===== config.mk =====
export PLATFORM = sky130hd
export DESIGN_NAME = mult_div_ctrl
export DESIGN_NICKNAME = d
export VERILOG_FILES = /design/src/rtl/mult_div_ctrl.sv
export SDC_FILE = /design/constraint.sdc
export NUM_CORES = 1
export LEC_CHECK = 0
export ABC_AREA = 0
export CORE_MARGIN = 1.5
export CORE_UTILIZATION = 38
export DETAILED_ROUTE_END_ITERATION = 16
export HOLD_SLACK_MARGIN = 0.06
export PLACE_DENSITY = 0.9
export SLEW_MARGIN = 20
export SYNTH_ARGS = -nofsm -noshare
export SYNTH_HDL_FRONTEND = slang
export SYNTH_SLANG_ARGS = --single-unit

===== constraint.sdc =====
create_clock -name clk -period 1.55 [get_ports clk]
set_clock_uncertainty 0.05 [all_clocks]
set_input_delay 0.2325 -clock clk [delete_from_list [all_inputs] [get_ports clk]]
set_output_delay 0.2325 -clock clk [all_outputs]
set_load 0.02 [all_outputs]

===== src/rtl/mult_div_ctrl.sv =====
// mult_div_ctrl: EX-stage sequencer for the multi-cycle multiply/divide unit.
// Issues one start pulse per MULT/MULTU/DIV/DIVU, holds the pipeline until the
// unit finishes, commits {hi,lo}, and handles MTHI/MTLO, flush and a watchdog.
module mult_div_ctrl #(
    parameter int DATA_W  = 32,
    parameter int TIMEOUT = 64
) (
    input  logic                clk,
    input  logic                rst,
    input  logic                flush,
    input  logic                stall_all,
    input  logic                op_valid,
    input  logic [5:0]          op_funct,
    input  logic [DATA_W-1:0]   op_a,
    input  logic [DATA_W-1:0]   op_b,
    output logic                md_start,
    output logic [5:0]          md_funct,
    output logic [DATA_W-1:0]   md_a,
    output logic [DATA_W-1:0]   md_b,
    output logic                md_abort,
    input  logic                md_done,
    input  logic [2*DATA_W-1:0] md_result,
    output logic                stall_req,
    output logic [DATA_W-1:0]   hi,
    output logic [DATA_W-1:0]   lo,
    output logic                busy,
    output logic                timeout_err
);

    localparam logic [5:0] F_MTHI  = 6'h11;
    localparam logic [5:0] F_MTLO  = 6'h13;
    localparam logic [5:0] F_MULT  = 6'h18;
    localparam logic [5:0] F_MULTU = 6'h19;
    localparam logic [5:0] F_DIV   = 6'h1A;
    localparam logic [5:0] F_DIVU  = 6'h1B;

    localparam int CNT_W = $clog2(TIMEOUT) + 1;
    localparam logic [CNT_W-1:0] CNT_LAST = CNT_W'(TIMEOUT - 1);

    typedef enum logic [1:0] {
        IDLE = 2'd0,
        BUSY = 2'd1,
        HOLD = 2'd2
    } state_t;

    state_t           state;
    logic [CNT_W-1:0] counter;

    logic is_md_op;
    logic issue;
    logic move_ok;
    logic timed_out;

    // Decode the EX instruction and derive the handshake outputs from the current state.
    always_comb begin
        is_md_op  = (op_funct == F_MULT) || (op_funct == F_MULTU) ||
                    (op_funct == F_DIV)  || (op_funct == F_DIVU);
        issue     = op_valid && is_md_op && !stall_all && !flush;
        move_ok   = op_valid && !stall_all && !flush;
        timed_out = (state == BUSY) && !md_done && (counter == CNT_LAST);
        md_start  = (state == IDLE) && issue;
        stall_req = ((state == IDLE) && issue) || ((state == BUSY) && !md_done);
        md_abort  = (state == BUSY) && (flush || timed_out);
        busy      = (state == BUSY);
    end

    // Sequencer: latch the op on issue, wait for done, commit HI/LO; flush and watchdog return to IDLE.
    always_ff @(posedge clk) begin
        if (rst) begin
            state       <= IDLE;
            counter     <= '0;
            md_funct    <= '0;
            md_a        <= '0;
            md_b        <= '0;
            hi          <= '0;
            lo          <= '0;
            timeout_err <= 1'b0;
        end else begin
            case (state)
                IDLE: begin
                    if (issue) begin
                        md_funct <= op_funct;
                        md_a     <= op_a;
                        md_b     <= op_b;
                        counter  <= '0;
                        state    <= BUSY;
                    end else if (move_ok) begin
                        if (op_funct == F_MTHI) begin
                            hi <= op_a;
                        end else if (op_funct == F_MTLO) begin
                            lo <= op_a;
                        end
                    end
                end
                BUSY: begin
                    if (flush) begin
                        state <= IDLE;
                    end else if (md_done) begin
                        hi    <= md_result[2*DATA_W-1:DATA_W];
                        lo    <= md_result[DATA_W-1:0];
                        state <= stall_all ? HOLD : IDLE;
                    end else if (counter == CNT_LAST) begin
                        timeout_err <= 1'b1;
                        state       <= IDLE;
                    end else begin
                        counter <= counter + 1'b1;
                    end
                end
                HOLD: begin
                    if (flush || !stall_all) begin
                        state <= IDLE;
                    end
                end
                default: begin
                    state <= IDLE;
                end
            endcase
        end
    end

endmodule


==> impl_metrics.toml <==
[job]
cap_violations = 0

[layout]
n_antenna_cell = 0
fillCellCount = 1090
area_growth_pct = 76.4
fin_nets = 1115
drive_gt1_frac = 0.199
stdcell_count = 1195

[yosys]
synth_cell_types = 34
yosysTopAreaCell = "dfxtp_1"
synth-async-reset-ratio = 0
yosys_register_bits = 144
synth.area.top_cells = "dfxtp_1 (48%), a211oi_2 (12%), nand2_1 (8.4%), a22oi_1 (7.9%), a21oi_1 (6.0%)"
syn_nets = 807
ys_top_cells_by_count = "dfxtp_1 (144), nand2_1 (135), a21oi_1 (72)"
synth_edf_count = 0
yosysMostFrequentCell = "dfxtp_1"
syn_area_per_cell_um2 = 9.08
yosys_warnings = 0
synth_top_cell_area_share = 0.477
synth_seq_area_share = 0.477
synthFlopType = "dfxtp_1"
synth_cells = 666
synth_area_um2 = 6050

[sta]
grt_setup_unrepaired = "true"
post-route-period-util = 1.18
maxSlewHeadroom = 0.694
drv_slew = 0
finalSetupViolCount = 145
worst_pin_slew_ns = 0.459
hold_viol = 0
fin_ws_ns = -0.284
fmax_ghz = 0.545
fin_tns_setup_ns = -26.27
period_needed_ns = 1.83

[placement]
place_congestion = 0.851
pre_cts_ws_ns = -0.634
hpwl_mm = 14.7
place.port_buffers = 278
place_inst = 1138

[global_route]
grt_overflow = 0
antenna_found_initial = 0
grt_max_degree = 71
grt_pass1_wl_mm = 33.3
grtUsageTotal = 0.260
grt_pass1_vias = 6528

[pwr]
p_leak_nw = 5.51
sw_frac_of_total = 0.228
power.share.sequential = 0.451
p_sw_w = 0.00188
powerDensity_nw_per_um2 = 773
p_clk_frac = 0.460
ir_worst_vdd_mv = 0.603
p_int_w = 0.00636
p_comb_frac = 0.089

[routing]
drt_first_iter_violations = 398
ant_nets = 0
totalWireLength_mm = 23.3
drc_errors = 0
via_per_inst = 5.44
wire_per_inst_um = 19.5
drtPass1Iterations = 5
vias = 6499

[worst_setup_path]
critPathKind = "reg2out"
critPathCaptureType = "output pin"
cp.required_ns = 1.27
path_max_fanout = 3
critPathArrivalTime_ns = 1.55
cp-start-kind = "flip-flop"

[status]
status = "finished with violations"
violations = "negative setup slack"

[floorplanning]
fp.coreArea_um2 = 15400
initial_core_util = 0.393
die_y_um = 129
die_width_um = 129
pin_count = 279
rows = 45
die_area_um2 = 16700

[cts]
clkSinkCount = 144
path_clk_slew_ns = 0.06
cts_tree = "built"
clockBufferDepth = 2
insertion_delay_ns = 0.41
htreeDepth = 4
root_buffer = "clkbuf_16"
numCtsBuffers = 17

[worst_hold_path]
hp-class = "in2reg"
==> cells by family (layout without fill, tap and decap cells) <==
group           count (synthesis)  after routing  synth area share
simple gates                  237            237             0.177
compound gates                210            210             0.280
buf+inv                        72            390            0.0606
mux                             2              2           0.00331
fa+ha+maj                       1              1           0.00207
flops                         144            144             0.477
==> state kept, by name (all words and copies together), names as in the netlist <==
name and flops:
hi 32, timeout_err 1, md_a 32, lo 32
counter 7, md_funct 6, state 2, md_b 32
==> per-stage QoR <==
stage | area, µm² | power, W | hold WS [ns] | utilization
detailed placement | 9320 | 0.00451 | 0.396 | 0.606
floorplan | 6100 | 0.00401 | 0.252 | -
finish | 10700 | 0.00824 | 0.311 | 0.694
CTS | 10300 | 0.00829 | 0.299 | 0.667
global placement | 9320 | 0.00450 | 0.377 | 0.606
global route | 10700 | 0.00853 | 0.308 | 0.694
==> metal layers <==
layer,vias to the layer above,GRT usage,wire (µm)
met1,3101,0.286,8740
met3,48,0.0867,2220
met4,0,0.103,712
met2,330,0.460,11600
met5,-,0,0
li1,3020,-,-
==> path summary, 6_finish.rpt <==
kind	end	from	depth (start not counted)	slack, ns
setup / recovery	md_start	state[1]	5	-0.28
hold / removal	md_b[9]	op_b[9]	3	0.31
setup reg to reg	md_b[24]	state[1]	8	-0.26
hold reg to reg	md_a[7]	md_a[7]	2	0.40
==> power groups by stage <==
| stage | clock, W | sequential, W | combinational [W] |
|---|---|---|---|
| after floorplan | 0 | 0.00382 | 0.000185 |
| final | 0.00379 | 0.00372 | 0.000731 |
| after detailed placement | 0 | 0.00380 | 0.000703 |
| after CTS | 0.00385 | 0.00372 | 0.000719 |
| after global routing | 0.00404 | 0.00372 | 0.000765 |
| after global placement | 0 | 0.00380 | 0.000697 |
==> cell type report <==
type	instances	area, µm²	share of cell area
Clock buffer	19	443	0.0415
Clock inverter	10	92.6	0.00868
Inverter	4	22.5	0.00211
Multi-Input combinational cell	450	2930	0.274
Sequential cell	144	2890	0.271
Tap cell	211	264	0.0248
Timing Repair Buffer	357	4030	0.378
==> cells in the final DEF, fill, tap and decap left out, types with 4 or more instances in the layout <==
cell type          n
a22oi_1           64
dfxtp_1          140
clkdlybuf4s50_1  138
clkinvlp_4         4
a211oi_2          60
a211oi_1           4
dlygate4sd2_1     52
buf_4             43
buf_12            17
clkbuf_16         22
dlymetal6s2s_1    83
nand2b_1           5
a21oi_1           68
nand2_1          135
buf_16             6
nor2_1            10
buf_6              7
nor3_1            62
==> repair_timing <==
item,4_1_cts,5_1_grt
hold endpoints to repair,1,0
pin swaps,11,8
gates resized for setup,111,98
endpoints found under the setup margin,278,229
gates cloned,7,5
hold buffers,1,0
buffers inserted,12,3
==> worst max-delay path, stage by stage, from the launching register on <==
cell and delay, ns:
dfxtp_2 0.34, nor4b_4 0.35, nand3_4 0.12, buf_6 0.15, inv_8 0.06, buf_12 0.11
No activity file was read; power rests on OpenSTA's default activity.
